`config.mk`:
```
export PLATFORM = sky130hd
export DESIGN_NAME = spi_cfg_regbank
export DESIGN_NICKNAME = d
export VERILOG_FILES = /design/src/rtl/spi_cfg_regbank_pkg.sv /design/src/rtl/spi_cfg_regbank_sync_edge.sv /design/src/rtl/spi_cfg_regbank.sv
export SDC_FILE = /design/constraint.sdc
export NUM_CORES = 1
export LEC_CHECK = 0
export ABC_CLOCK_PERIOD_IN_PS = 5500
export CAP_MARGIN = 40
export CORE_UTILIZATION = 40
export DETAILED_ROUTE_END_ITERATION = 10
export SLEW_MARGIN = 0
export SYNTH_ARGS = -nofsm -noshare
export SYNTH_HDL_FRONTEND = slang
export SYNTH_HIERARCHICAL = 1
export SYNTH_SLANG_ARGS = --single-unit
```
`constraint.sdc`:
```
create_clock -name clk -period 5.5 [get_ports clk]
set_input_delay 0.825 -clock clk [delete_from_list [all_inputs] [get_ports clk]]
set_output_delay 0.825 -clock clk [all_outputs]
set_load 0.01 [all_outputs]
```
`src/rtl/spi_cfg_regbank_pkg.sv`:
```
// Shared definitions for the SPI configuration register bank: FSM states,
// RW bit encoding and the default FM datapath register map.
package spi_cfg_regbank_pkg;

  typedef enum logic [1:0] {
    ST_IDLE,
    ST_CMD,
    ST_ADDR,
    ST_DATA
  } spi_state_e;

  localparam logic RW_READ = 1'b1;

  localparam int unsigned REG_ACC_INC   = 0;
  localparam int unsigned REG_DF_INC    = 1;
  localparam int unsigned REG_DAC_ENA   = 2;
  localparam int unsigned REG_DITH_FACT = 3;
  localparam int unsigned REG_FLAGS     = 4;

endpackage

```
`src/rtl/spi_cfg_regbank_sync_edge.sv`:
```
// 2-FF synchroniser for an asynchronous input with single-cycle rise/fall
// pulses derived from the synchronised level.
module spi_sync_edge #(
  parameter logic RST_VAL = 1'b0
) (
  input  logic clk,
  input  logic rst_n,
  input  logic d_i,
  output logic rise_o,
  output logic fall_o
);

  logic [2:0] sync_q;

  always_ff @(posedge clk or negedge rst_n) begin
    if (!rst_n) begin
      sync_q <= {3{RST_VAL}};
    end else begin
      sync_q <= {sync_q[1:0], d_i};
    end
  end

  assign rise_o = sync_q[1] & ~sync_q[2];
  assign fall_o = ~sync_q[1] & sync_q[2];

endmodule

```
`src/rtl/spi_cfg_regbank.sv`:
```
// Addressed SPI (mode 0) configuration register bank with staged writes committed on CSn rise.
// Optional macro SPI_CFG_AUTOINC_EN enables address auto-increment across data words.
module spi_cfg_regbank
  import spi_cfg_regbank_pkg::*;
#(
  parameter int unsigned                ADDR_W   = 3,
  parameter int unsigned                DATA_W   = 8,
  parameter int unsigned                NUM_REGS = 6,
  parameter logic [NUM_REGS*DATA_W-1:0] RST_VALS = '0
) (
  input  logic                         clk,
  input  logic                         rst_n,
  input  logic                         spi_clk,
  input  logic                         spi_csn,
  input  logic                         spi_mosi,
  output logic                         spi_miso,
  output logic [NUM_REGS*DATA_W-1:0]   cfg_flat,
  output logic                         cfg_update,
  output logic                         frame_err
);

  localparam int unsigned CNT_W = $clog2((DATA_W > ADDR_W) ? DATA_W : ADDR_W);

  logic sck_rise, sck_fall, csn_rise, csn_fall;
  logic mosi_s1_q, mosi_s2_q;

  spi_sync_edge #(.RST_VAL(1'b0)) u_sync_sck (
    .clk(clk), .rst_n(rst_n), .d_i(spi_clk), .rise_o(sck_rise), .fall_o(sck_fall)
  );
  spi_sync_edge #(.RST_VAL(1'b1)) u_sync_csn (
    .clk(clk), .rst_n(rst_n), .d_i(spi_csn), .rise_o(csn_rise), .fall_o(csn_fall)
  );

  spi_state_e          state_q, state_d;
  logic [CNT_W-1:0]    cnt_q, cnt_d;
  logic                rw_q, rw_d;
  logic [ADDR_W-1:0]   addr_q, addr_d;
  logic [DATA_W-2:0]   rx_q, rx_d;
  logic [DATA_W-1:0]   tx_q, tx_d;
  logic                miso_q, miso_d;
  logic                words_q, words_d;
  logic                edge_q, edge_d;
  logic [NUM_REGS-1:0] dirty_q, dirty_d;
  logic                update_q, update_d;
  logic                err_q, err_d;
  logic [DATA_W-1:0]   staging_q [NUM_REGS];
  logic [DATA_W-1:0]   staging_d [NUM_REGS];
  logic [DATA_W-1:0]   cfg_q     [NUM_REGS];
  logic [DATA_W-1:0]   cfg_d     [NUM_REGS];

  logic [DATA_W-1:0] word;
  logic [ADDR_W-1:0] addr_new;
  logic [DATA_W-1:0] rd_new;
  logic              wr_ok;

  assign word     = {rx_q, mosi_s2_q};
  assign addr_new = {addr_q[ADDR_W-2:0], mosi_s2_q};
  assign rd_new   = (32'(addr_new) < NUM_REGS) ? cfg_q[addr_new] : '0;

`ifdef SPI_CFG_AUTOINC_EN
  logic [ADDR_W-1:0] addr_inc;
  logic [DATA_W-1:0] rd_inc;
  assign addr_inc = addr_q + 1'b1;
  assign rd_inc   = (32'(addr_inc) < NUM_REGS) ? cfg_q[addr_inc] : '0;
  assign wr_ok    = 1'b1;
`else
  assign wr_ok    = ~words_q;
`endif

  always_comb begin
    state_d   = state_q;
    cnt_d     = cnt_q;
    rw_d      = rw_q;
    addr_d    = addr_q;
    rx_d      = rx_q;
    tx_d      = tx_q;
    miso_d    = miso_q;
    words_d   = words_q;
    edge_d    = edge_q;
    dirty_d   = dirty_q;
    staging_d = staging_q;
    cfg_d     = cfg_q;
    update_d  = 1'b0;
    err_d     = 1'b0;

    if (csn_rise) begin
      state_d = ST_IDLE;
      miso_d  = 1'b0;
      dirty_d = '0;
      if (state_q == ST_DATA && cnt_q == '0 && words_q) begin
        for (int unsigned k = 0; k < NUM_REGS; k++) begin
          if (dirty_q[k]) cfg_d[k] = staging_q[k];
        end
        update_d = |dirty_q;
      end else if (state_q != ST_IDLE && !(state_q == ST_CMD && !edge_q)) begin
        staging_d = cfg_q;
        err_d     = 1'b1;
      end
    end

    // A fall seen together with a commit still opens the next frame after it.
    if (csn_fall) begin
      state_d = ST_CMD;
      cnt_d   = '0;
      addr_d  = '0;
      tx_d    = '0;
      miso_d  = 1'b0;
      words_d = 1'b0;
      edge_d  = 1'b0;
    end else if (!csn_rise && state_q != ST_IDLE) begin
      if (sck_rise || sck_fall) edge_d = 1'b1;
      if (sck_rise) begin
        unique case (state_q)
          ST_CMD: begin
            rw_d    = mosi_s2_q;
            cnt_d   = '0;
            state_d = ST_ADDR;
          end
          ST_ADDR: begin
            addr_d = addr_new;
            cnt_d  = cnt_q + 1'b1;
            if (cnt_q == CNT_W'(ADDR_W - 1)) begin
              cnt_d   = '0;
              tx_d    = rd_new;
              state_d = ST_DATA;
            end
          end
          ST_DATA: begin
            rx_d  = word[DATA_W-2:0];
            cnt_d = cnt_q + 1'b1;
            if (cnt_q == CNT_W'(DATA_W - 1)) begin
              cnt_d   = '0;
              words_d = 1'b1;
              if (rw_q != RW_READ && wr_ok && 32'(addr_q) < NUM_REGS) begin
                staging_d[addr_q] = word;
                dirty_d[addr_q]   = 1'b1;
              end
`ifdef SPI_CFG_AUTOINC_EN
              addr_d = addr_inc;
              tx_d   = rd_inc;
`endif
            end
          end
          default: ;
        endcase
      end else if (sck_fall) begin
        if (state_q == ST_DATA) begin
          miso_d = tx_q[DATA_W-1];
          tx_d   = {tx_q[DATA_W-2:0], 1'b0};
        end else begin
          miso_d = 1'b0;
        end
      end
    end
  end

  always_ff @(posedge clk or negedge rst_n) begin
    if (!rst_n) begin
      state_q   <= ST_IDLE;
      cnt_q     <= '0;
      rw_q      <= 1'b0;
      addr_q    <= '0;
      rx_q      <= '0;
      tx_q      <= '0;
      miso_q    <= 1'b0;
      words_q   <= 1'b0;
      edge_q    <= 1'b0;
      dirty_q   <= '0;
      update_q  <= 1'b0;
      err_q     <= 1'b0;
      mosi_s1_q <= 1'b0;
      mosi_s2_q <= 1'b0;
      for (int unsigned k = 0; k < NUM_REGS; k++) begin
        cfg_q[k]     <= RST_VALS[k*DATA_W +: DATA_W];
        staging_q[k] <= RST_VALS[k*DATA_W +: DATA_W];
      end
    end else begin
      state_q   <= state_d;
      cnt_q     <= cnt_d;
      rw_q      <= rw_d;
      addr_q    <= addr_d;
      rx_q      <= rx_d;
      tx_q      <= tx_d;
      miso_q    <= miso_d;
      words_q   <= words_d;
      edge_q    <= edge_d;
      dirty_q   <= dirty_d;
      update_q  <= update_d;
      err_q     <= err_d;
      mosi_s1_q <= spi_mosi;
      mosi_s2_q <= mosi_s1_q;
      cfg_q     <= cfg_d;
      staging_q <= staging_d;
    end
  end

  always_comb begin
    cfg_flat = '0;
    for (int unsigned k = 0; k < NUM_REGS; k++) begin
      cfg_flat[k*DATA_W +: DATA_W] = cfg_q[k];
    end
  end

  assign spi_miso   = miso_q;
  assign cfg_update = update_q;
  assign frame_err  = err_q;

endmodule

```
# After elaboration in Yosys (flattened, before gate mapping)

Index checks and enable logic that the tools add are counted.

Register bits after elaboration: 139
Output and inout bits: 51
Bits of input ports: 5
Logic and storage cells: 162

Bitwise logic cells: 14
Add/sub/neg operators: 1
Order comparisons: 7
Mux-type cells: 67
Reduce and logical (&&, ||, !) cells: 38
Equality and inequality tests: 7

Operator list:

| kind                 | number |
|---|---|
| $mux W48             | 9 |
| $mux W8              | 11 |
| $bwmux W48           | 1 |
| $mux W6              | 7 |
| $mux W3              | 9 |
| $bmux W8 S3          | 1 |
| $demux W8 S3         | 1 |
| $reduce_and A3 Y1    | 8 |
| $mux W1              | 20 |
| $reduce_bool A2 Y1   | 7 |
| $reduce_and A4 Y1    | 3 |
| $mux W2              | 5 |
| $logic_and A1 B1 Y1  | 9 |
| $pmux W3 S3          | 1 |
| $ge A4 B4 Y1 const B | 2 |
| $not A3 Y4           | 2 |
| $not A1 Y1           | 7 |
| $lt A3 B3 Y1 const B | 2 |
| $ne A3 B1 Y1 const B | 2 |
| $or A6 B6 Y6         | 1 |
| $reduce_bool A3 Y1   | 2 |
| $reduce_or A6 Y1     | 1 |
| $reduce_and A5 Y1    | 1 |
| $and A1 B1 Y1        | 4 |
| 15 further kinds     | 18 |

# Longest topological paths before layout

Gate-level depths: netlist (run 1).

Depth in word-level cells: 14
Mapped depth: 9
Gate-level depth less buffers: 6

# Cells and area by module

The synthesis (run 1) kept the hierarchy.

By module, submodules not included:

| module                      | cells each | instances | sequential area each (um2) | area an instance (um2) |
|---|---|---|---|---|
| spi_cfg_regbank             | 528        | 1         | 3328.2                     | 6153.4 |
| spi_sync_edge at u_sync_csn | 5          | 1         | 78.8                       | 93.8 |
| spi_sync_edge at u_sync_sck | 5          | 1         | 75.1                       | 90.1 |

# Least setup slack after synthesis (run 1)

OpenSTA, ideal clock, no wires.

Path kind: reg2reg
From: register state_q[0]
To: register staging_q[38] (netlist name)
Path slack: 3.463 ns
Cell stages (with the launch flop): 10
Setup time: 0.137 ns
Buffers on the path: 4
Data required time: 5.363 ns
Period minus slack after synthesis: 2.037 ns
Arrival: 1.900 ns
Path through: dfrtp_1 -> ha_1 -> buf_6 -> and4b_4 -> a2111o_1 -> clkbuf_1 -> buf_6 -> buf_6 -> mux2i_1 -> a21oi_1

RTL lines:

| what                          | RTL line               | source |
|---|---|---|
| start, declared               | spi_cfg_regbank.sv:34  | `spi_state_e state_q, state_d;` |
| start signal, assigned        | spi_cfg_regbank.sv:178 | `state_q <= state_d;` |
| end signal, assigned by index | spi_cfg_regbank.sv:175 | `staging_q[k] <= RST_VALS[k*DATA_W +: DATA_W];` |
| end signal, assigned          | spi_cfg_regbank.sv:193 | `staging_q <= staging_d;` |
| end, declared                 | spi_cfg_regbank.sv:46  | `logic [DATA_W-1:0] staging_q [NUM_REGS];` |

==> flow_metrics.py, run 1 <==
metrics = {
    "status": {
        "outcome": "finished, final reports clean",
    },
    "yosys": {
        "synth_warnings": 6,
        "avgSynthCellArea_sq_um": 11.8,
        "synth_edf_count": 0,
        "post_synth_num_cell_types": 43,
        "syn_inst": 538,
        "ys_async_sr_fraction": 1.00,
        "synth_top_area_cell": "dfrtp_1",
        "synth-seq-cells": 139,
        "synth.top_cell.area_share": 0.537,
        "synth_fa_ha_area_frac": 0.0158,
        "synth_top_family_by_area": "multiplexers",
        "synth_nets": 551,
        "synth-seq-area-share": 0.549,
        "synthXorXnorAreaFrac": 0,
        "synth.area.top_cells": "dfrtp_1, mux2i_1, mux2_2, a21oi_1, nor2_1",
        "ys.flop_type": "dfrtp_1",
        "syn-cell-area_sq_mm": 0.00634,
        "synth_compound_area_frac": 0.0811,
        "synth_mux_area_frac": 0.234,
        "synth-simple-area-share": 0.0839,
    },
    "floorplan": {
        "io_pins": 56,
        "die_area_sq_mm": 0.0164,
        "die_w_um": 128,
        "die_h_um": 128,
        "start_util": 0.414,
        "fp.coreArea_sq_mm": 0.0153,
        "rows": 45,
    },
    "grt": {
        "overflow": 0,
        "grt_max_degree": 86,
        "grt_pass1_wl_um": 23800,
        "antenna_found_initial": 0,
        "grt_usage": 0.194,
        "grt_pass1_vias": 4308,
    },
    "layout": {
        "register_area_sq_mm": 0.00348,
        "fillCellCount": 1392,
        "stdcell_area_sq_mm": 0.00756,
        "nNetsFinal": 594,
        "multi_input_area_sq_mm": 0.00263,
        "syn2layout_area_growth_pct": 19.4,
        "n_antenna_cell": 0,
        "drive_above_1_share": 0.180,
        "stdcell_count": 804,
    },
    "clock_network": {
        "cts_resized": 0,
        "clk-insertion-delay-late_ns": 0.41,
        "cts.sinks": 139,
        "cts-root-buf": "clkbuf_16",
        "numCtsBuffers": 17,
        "clk_pin_slew_worst_paths_ns": 0.06,
        "cts_buffer_depth": 2,
        "cts_hold_buf": 0,
        "cts_tree": "done",
        "cts_max_level": 4,
        "post_cts_buffers": 0,
    },
    "hold_path": {
        "whs_endpoint": "mosi_s2_q$_DFF_PN0_",
        "worst_hold_startpoint": "mosi_s1_q$_DFF_PN0_",
        "hold_depth": 0,
        "hold_path.class": "reg2reg",
    },
    "setup_path": {
        "crit_type": "reg2reg",
        "crit_fanout": 28,
        "crit_path_max_incr_delay_ns": 0.56,
        "cp_data_arrival_time_ns": 2.93,
        "cp-start-kind": "flip-flop",
        "required_ns": 5.76,
        "crit_slowest_cell": "a2111o_2",
        "worstPathCellList": "ha_1, and4b_4, a2111o_2, buf_4, mux2i_1, a21oi_1",
        "timing.rr.start": "state_q[0]$_DFF_PN0_",
        "worstReg2RegEnd": "staging_q[45]$_DFF_PN0_",
        "cp-end-kind": "flip-flop",
        "critPathTopFamily": "compound AO/OA/AOI/OAI gates",
        "path_buf_inv": 1,
        "r2r_cells": 6,
        "rrSetupSlack_ns": 2.83,
    },
    "timing": {
        "rsz0062_at_grt": "false",
        "fin_crit_sh": 0.486,
        "skew_ns": 0.00883,
        "period_needed_ns": 2.67,
        "hold_violations": 0,
        "fmax_mhz": 374,
        "worst_slack_ns": 2.83,
        "worst_pin_slew_ns": 0.876,
        "maxSlewViolCount": 0,
        "tns_ns": 0,
        "setup_viol": 0,
        "relSlewSlack": 0.416,
    },
    "route": {
        "drc": 0,
        "drt_pre_antenna_iters": 4,
        "avgRoutedWirePerCell_um": 18.1,
        "drt_iter0_drc": 231,
        "wirelength_um": 14600,
        "ant_nets": 0,
        "detail_route.vias_per_cell": 5.23,
        "vias": 4204,
    },
    "power": {
        "ir_worst_vdd_mv": 0.213,
        "finalPower_mw": 2.18,
        "leakage_nw": 3.97,
        "p_per_area_mw_per_mm2": 288,
    },
    "placed_design": {
        "placed_cells": 773,
        "port_buffers": 55,
        "place_area_sq_mm": 0.00702,
        "gp_congestion": 0.794,
        "dp_slack_ns": 2.88,
        "post-dp-hpwl_um": 9450,
    },
    "run": {
        "cap_violations": 0,
    },
}
cell families after synthesis:
family	Yosys count
fa+ha+maj	8
mux	140
simple gates	111
buf+inv	52
compound gates	88
flops	139
how the worst max path moves through the flow:
stage                         startpoint                 endpoint  slack [ns]  depth (start not counted)
finish              state_q[0]$_DFF_PN0_  staging_q[45]$_DFF_PN0_        2.83                          6
global route        state_q[0]$_DFF_PN0_  staging_q[27]$_DFF_PN0_        2.63                          6
CTS                 state_q[0]$_DFF_PN0_  staging_q[45]$_DFF_PN0_        2.85                          6
detailed placement  state_q[0]$_DFF_PN0_  staging_q[27]$_DFF_PN0_        2.88                          6
global placement    state_q[0]$_DFF_PN0_  staging_q[45]$_DFF_PN0_        2.92                          6
floorplan           state_q[0]$_DFF_PN0_  staging_q[38]$_DFF_PN0_        3.46                          9
layout make-up:
class / count / share of cell area
clock buffers: 23 / 0.0658
clock inverters: 8 / 0.00562
inverters: 16 / 0.00794
multi-input cells: 347 / 0.348
flip-flops and latches: 139 / 0.460
well taps: 211 / 0.0349
repair buffers: 60 / 0.0779
synthesized netlist by cell type, drive strengths merged (2+ instances only):
cell / n
dfrtp: 136
mux2i: 76
mux2: 64
nor2: 64
a21oi: 52
clkbuf: 19
buf: 17
inv: 16
nand2: 15
o21ai: 10
ha: 8
o22ai: 8
a211o: 7
nand4: 6
nor3b: 4
and2: 3
dfstp: 3
nor3: 3
and2b: 2
and3b: 2
nand2b: 2
nand4bb: 2
nor2b: 2
per-layer routing:
metal | GRT usage | share of wire | vias to the layer above
met2 | 0.300 | 0.47 | 102
met3 | 0.0434 | 0.057 | 12
met4 | 0.0457 | 0.010 | 0
li1 | - | - | 1980
met1 | 0.276 | 0.46 | 2110
met5 | 0 | 0 | -
sequential cells by signal (all words and copies together), names as in the netlist, 6 cells and up:
name / cells
rx_q: 7
staging_q: 48
cfg_flat: 48
dirty_q: 6
tx_q: 8
layout by cell type (no fill, tap or decap), types with 2 or more instances in the layout:
master | netlist | routed
o22ai_1 | 8 | 8
o21ai_0 | 10 | 10
nand2_1 | 15 | 15
clkinv_2 | 0 | 7
and2b_2 | 2 | 2
ha_1 | 8 | 8
nor2_1 | 64 | 64
and3b_1 | 2 | 2
mux2i_1 | 76 | 76
nor2b_1 | 2 | 2
nand2b_1 | 2 | 2
inv_1 | 16 | 16
buf_4 | 0 | 5
a211o_1 | 7 | 7
clkdlybuf4s50_1 | 0 | 54
and2_1 | 2 | 2
a21oi_1 | 52 | 52
nand4bb_1 | 2 | 2
dfstp_2 | 3 | 3
nor3_1 | 3 | 3
clkbuf_16 | 0 | 17
nand4_1 | 6 | 6
dfrtp_1 | 136 | 136
nor3b_1 | 4 | 4
mux2_2 | 64 | 64
clkbuf_8 | 0 | 5
power breakdown:
part | internal, mW | switching, mW
logic | 0.0325 | 0.0669
registers | 1.03 | 0.00662
clock network | 0.628 | 0.413
metrics by stage:
stage	hold WS, ns	utilization
2_1_floorplan	0.331	-
3_3_place_gp	0.339	0.459
3_5_place_dp	0.342	0.459
4_1_cts	0.354	0.494
5_1_grt	0.358	0.494
6_report	0.351	0.494
Note: power is estimated with default switching activity, not from simulation.
==> run 2, diff against run 1 <==
--- a/config.mk
+++ b/config.mk
@@ -5,7 +5,7 @@
 export SDC_FILE = /design/constraint.sdc
 export NUM_CORES = 1
 export LEC_CHECK = 0
-export ABC_CLOCK_PERIOD_IN_PS = 5500
+export ABC_CLOCK_PERIOD_IN_PS = 2510
 export CAP_MARGIN = 40
 export CORE_UTILIZATION = 40
 export DETAILED_ROUTE_END_ITERATION = 10
==> constraint.sdc (replaced) <==
create_clock -name clk -period 2.51 [get_ports clk]
set_input_delay 0.3765 -clock clk [delete_from_list [all_inputs] [get_ports clk]]
set_output_delay 0.3765 -clock clk [all_outputs]
set_load 0.01 [all_outputs]
==> flow_metrics.py, run 2 (synthesized netlist as in run 1, its figures left out) <==
metrics = {
    "layout": {
        "n_antenna_cell": 0,
        "layout_common_cells": "dfrtp_1, mux2i_1, nor2_1, mux2_2, clkdlybuf4s50_1",
        "final_common_cell": "dfrtp_1",
        "syn2layout_area_growth_pct": 22.4,
        "nNetsFinal": 607,
        "stdcell_area_sq_mm": 0.00776,
        "fillCellCount": 1397,
        "drive_above_1_share": 0.191,
    },
    "setup_path": {
        "worstPathCellList": "ha_1, and4b_4, a2111o_2, buf_12, mux2i_1, a21oi_1",
        "crit_fanout": 49,
        "cp_data_arrival_time_ns": 2.52,
        "endpoint": "staging_q[24]$_DFF_PN0_",
        "crit_path_max_incr_delay_ns": 0.47,
        "crit_path_start": "state_q[0]$_DFF_PN0_",
        "worstReg2RegEnd": "staging_q[24]$_DFF_PN0_",
        "cp-end-kind": "flip-flop",
        "crit_slowest_cell": "a2111o_2",
        "r2r_cells": 6,
        "crit_type": "reg2reg",
        "cp-start-kind": "flip-flop",
        "required_ns": 2.82,
        "timing.rr.start": "state_q[0]$_DFF_PN0_",
        "rrSetupSlack_ns": 0.30,
    },
    "clock_network": {
        "numCtsBuffers": 17,
        "cts_tree": "done",
        "cts_buffer_depth": 2,
        "clk_pin_slew_worst_paths_ns": 0.06,
        "cts_resized": 0,
        "cts_max_level": 4,
        "clk-insertion-delay-late_ns": 0.43,
        "cts.sinks": 139,
        "cts-root-buf": "clkbuf_16",
    },
    "route": {
        "wirelength_um": 14900,
        "detail_route.vias_per_cell": 5.20,
        "vias": 4253,
        "ant_nets": 0,
        "drt_iter0_drc": 305,
        "drc": 0,
        "drt_pre_antenna_iters": 5,
        "avgRoutedWirePerCell_um": 18.3,
    },
    "status": {
        "outcome": "finished, final reports clean",
    },
    "floorplan": {
        "rows": 45,
        "io_pins": 56,
        "die_area_sq_mm": 0.0164,
        "fp.coreArea_sq_mm": 0.0153,
        "start_util": 0.414,
        "die_w_um": 128,
        "die_h_um": 128,
    },
    "timing": {
        "tns_ns": 0,
        "fmax_mhz": 452,
        "period_needed_ns": 2.21,
        "rsz0062_at_grt": "false",
        "maxSlewViolCount": 0,
        "fin_crit_sh": 0.882,
        "worst_slack_ns": 0.296,
        "relSlewSlack": 0.639,
        "hold_violations": 0,
        "worst_pin_slew_ns": 0.540,
        "setup_viol": 0,
        "skew_ns": 0.00627,
    },
    "placed_design": {
        "place_area_sq_mm": 0.00715,
        "dp_slack_ns": 0.313,
        "gp_congestion": 0.799,
        "post-dp-hpwl_um": 9940,
        "port_buffers": 55,
    },
    "grt": {
        "grt_pass1_wl_um": 24500,
        "grt_usage": 0.202,
        "grt_pass1_vias": 4378,
        "grt_max_degree": 56,
        "antenna_found_initial": 0,
        "overflow": 0,
    },
    "power": {
        "ir_worst_vdd_mv": 0.482,
        "p_per_area_mw_per_mm2": 652,
        "leakage_nw": 4.06,
    },
    "hold_path": {
        "hold_path.class": "reg2reg",
    },
    "run": {
        "cap_violations": 0,
    },
}
run 2: how the worst min path moves through the flow:
stage | depth (start not counted) | slack (ns) | startpoint | end
6_report | 0 | 0.35 | mosi_s1_q$_DFF_PN0_ | mosi_s2_q$_DFF_PN0_
5_1_grt | 1 | 0.34 | spi_csn | u_sync_csn/sync_q[0]$_DFF_PN1_
4_1_cts | 1 | 0.34 | spi_csn | u_sync_csn/sync_q[0]$_DFF_PN1_
2_1_floorplan | 0 | 0.08 | rst_n | addr_q[0]$_DFFE_PN0P_
3_5_place_dp | 0 | 0.34 | mosi_s1_q$_DFF_PN0_ | mosi_s2_q$_DFF_PN0_
3_3_place_gp | 0 | 0.34 | mosi_s1_q$_DFF_PN0_ | mosi_s2_q$_DFF_PN0_
run 2: power by group:
group	total (mW)	switching (mW)	internal [mW]
clock	2.54	0.906	1.64
combinational	0.235	0.150	0.0845
sequential	2.28	0.0157	2.27
run 2: per-stage QoR:
| step | power [mW] | util | hold slack, ns | cells |
|---|---|---|---|---|
| 3_3_place_gp | 2.55 | 0.467 | 0.335 | 785 |
| 2_1_floorplan | 2.45 | - | 0.0809 | 538 |
| 6_report | 5.06 | 0.507 | 0.346 | 818 |
| 5_1_grt | 5.23 | 0.507 | 0.344 | 818 |
| 3_5_place_dp | 2.56 | 0.467 | 0.339 | 785 |
| 4_1_cts | 5.11 | 0.507 | 0.339 | 818 |
run 2: worst max-delay path: cells and delay by family (launching register included):
kind                       cells  cell delay, ns
AOI/OAI and AO/OA              2            0.57
DFF                            1            0.41
muxes                          1            0.24
and+or+nand+nor                1            0.26
buffers and inverters          1            0.21
adders and majority gates      1            0.33
run 2: layout make-up:
class                   count  area [sq um]  area share
clock buffers              25           485      0.0626
inverters                  16          60.1     0.00774
clock inverters             7           113      0.0145
flip-flops and latches    139          3480       0.449
repair buffers             73           727      0.0937
multi-input cells         347          2630       0.339
well taps                 211           264      0.0340
run 2: routing by layer:
| metal | up-vias | routed length (um) | global-route usage |
|---|---|---|---|
| met1 | 2141 | 6820 | 0.266 |
| li1 | 2013 | - | - |
| met4 | 0 | 242 | 0.0837 |
| met2 | 82 | 7220 | 0.322 |
| met5 | - | 0 | 0 |
| met3 | 17 | 653 | 0.0455 |
run 2: repair_timing:
action                                 CTS  global route
endpoints found under the hold margin   52             0
hold buffers                             1             0
setup buffers                            0             0
==> run 3, diff against run 2 <==
--- a/config.mk
+++ b/config.mk
@@ -6,9 +6,9 @@
 export NUM_CORES = 1
 export LEC_CHECK = 0
 export ABC_CLOCK_PERIOD_IN_PS = 2510
-export CAP_MARGIN = 40
 export CORE_UTILIZATION = 40
 export DETAILED_ROUTE_END_ITERATION = 10
+export RECOVER_POWER = 25
 export SLEW_MARGIN = 0
 export SYNTH_ARGS = -nofsm -noshare
 export SYNTH_HDL_FRONTEND = slang
==> flow_metrics.py, run 3 (synthesized netlist as in run 1, its figures left out) <==
metrics = {
    "grt": {
        "grt_pass1_wl_um": 24500,
        "grt_max_degree": 56,
        "antenna_found_initial": 0,
        "grt_pass1_vias": 4378,
        "overflow": 0,
        "grt_usage": 0.202,
    },
    "floorplan": {
        "die_area_sq_mm": 0.0164,
        "die_w_um": 128,
        "die_h_um": 128,
        "io_pins": 56,
        "fp.coreArea_sq_mm": 0.0153,
        "start_util": 0.414,
        "rows": 45,
    },
    "power": {
        "switchingPower_mw": 1.07,
        "ir_worst_vdd_mv": 0.482,
        "leakage_nw": 4.06,
        "comb_power_share": 0.046,
        "seqPwrFrac": 0.451,
        "p_int_mw": 3.98,
        "pwr-share-clk": 0.503,
        "swShare": 0.212,
        "p_per_area_mw_per_mm2": 652,
    },
    "setup_path": {
        "worst-path-stages": 6,
        "crit_path_max_incr_delay_ns": 0.47,
        "crit_slowest_cell": "a2111o_2",
        "rrSetupSlack_ns": 0.30,
        "critPathTopFamily": "compound AO/OA/AOI/OAI gates",
        "cp-start-kind": "flip-flop",
        "worstPathCellList": "ha_1, and4b_4, a2111o_2, buf_12, mux2i_1, a21oi_1",
        "cp-end-kind": "flip-flop",
        "required_ns": 2.82,
        "crit_fanout": 49,
        "cp_data_arrival_time_ns": 2.52,
        "path_buf_inv": 1,
        "crit_type": "reg2reg",
        "r2r_cells": 6,
    },
    "hold_path": {
        "hold_depth": 0,
        "hold_path.class": "reg2reg",
    },
    "placed_design": {
        "gp_congestion": 0.799,
        "post-dp-hpwl_um": 9940,
        "port_buffers": 55,
        "placed_cells": 785,
    },
    "clock_network": {
        "cts_tree": "done",
        "numCtsBuffers": 17,
        "cts.sinks": 139,
        "cts-root-buf": "clkbuf_16",
        "cts_resized": 0,
        "clk_pin_slew_worst_paths_ns": 0.06,
        "cts_hold_buf": 1,
        "cts_max_level": 4,
        "post_cts_buffers": 0,
        "clk-insertion-delay-late_ns": 0.43,
        "cts_buffer_depth": 2,
    },
    "run": {
        "cap_violations": 0,
    },
    "timing": {
        "hold_violations": 0,
        "rsz0062_at_grt": "false",
        "worst_pin_slew_ns": 1.41,
        "skew_ns": 0.00627,
        "relSlewSlack": 0.0596,
        "maxSlewViolCount": 0,
        "period_needed_ns": 2.21,
        "setup_viol": 0,
        "fmax_mhz": 452,
        "fin_crit_sh": 0.882,
        "tns_ns": 0,
    },
    "layout": {
        "final_common_cell": "dfrtp_1",
        "layout_common_cells": "dfrtp_1, mux2i_1, nor2_1, mux2_2, a21oi_1",
        "drive_above_1_share": 0.189,
        "n_antenna_cell": 0,
        "stdcell_count": 818,
        "nNetsFinal": 607,
        "syn2layout_area_growth_pct": 22.3,
    },
    "route": {
        "drt_pre_antenna_iters": 5,
        "drc": 0,
        "drt_iter0_drc": 305,
        "ant_nets": 0,
        "vias": 4251,
        "wirelength_um": 14900,
        "avgRoutedWirePerCell_um": 18.3,
        "detail_route.vias_per_cell": 5.20,
    },
    "status": {
        "outcome": "finished, final reports clean",
    },
}
run 3: changes by cell type in the layout (fill, tap and decap cells not counted), sizes merged:
| cell | change |
|---|---|
| clkbuf | +1 |
| dlygate4sd3 | +3 |
| buf | -1 |
| clkdlybuf4s50 | -3 |
run 3: power by group through the flow:
stage | Clock [mW] | Sequential (mW) | Combinational (mW)
finish | 2.54 | 2.28 | 0.233
global route | 2.69 | 2.28 | 0.257
CTS | 2.59 | 2.28 | 0.239
detailed placement | 0 | 2.32 | 0.236
global placement | 0 | 2.32 | 0.231
floorplan | 0 | 2.31 | 0.139
run 3: final cells by class:
| type | instances | area [sq um] |
|---|---|---|
| well taps | 211 | 264 |
| inverters | 16 | 60.1 |
| multi-input cells | 347 | 2630 |
| repair buffers | 73 | 721 |
| flip-flops and latches | 139 | 3480 |
| clock buffers | 25 | 485 |
| fillers | 1398 | 7560 |
| clock inverters | 7 | 113 |
run 3: final timing paths:
| kind | start | endpoint |
|---|---|---|
| setup / recovery | state_q[0]$_DFF_PN0_ | staging_q[24]$_DFF_PN0_ |
| hold / removal | mosi_s1_q$_DFF_PN0_ | mosi_s2_q$_DFF_PN0_ |
| setup reg to reg | state_q[0]$_DFF_PN0_ | staging_q[24]$_DFF_PN0_ |
| hold reg to reg | mosi_s1_q$_DFF_PN0_ | mosi_s2_q$_DFF_PN0_ |
| max in group asynchronous | rst_n | u_sync_csn/sync_q[2]$_DFF_PN1_ |
| min in group asynchronous | rst_n | cfg_flat[43]$_DFFE_PN0P_ |
run 3: layer usage:
| metal | GRT usage | part of all wire | up-vias |
|---|---|---|---|
| met3 | 0.0455 | 0.045 | 17 |
| met4 | 0.0837 | 0.016 | 0 |
| met1 | 0.266 | 0.46 | 2138 |
| met2 | 0.322 | 0.48 | 83 |
| li1 | - | - | 2013 |
| met5 | 0 | 0 | - |
run 3: through the flow:
step                 util  area [sq um]  setup slack [ns]  hold WS, ns  total power, mW
floorplan               -          6340             0.473       0.0809             2.45
global placement    0.467          7150             0.363        0.335             2.55
detailed placement  0.467          7150             0.313        0.339             2.56
CTS                 0.507          7760             0.296        0.339             5.11
global route        0.506          7750             0.133        0.363             5.23
finish              0.506          7750             0.296        0.346             5.05
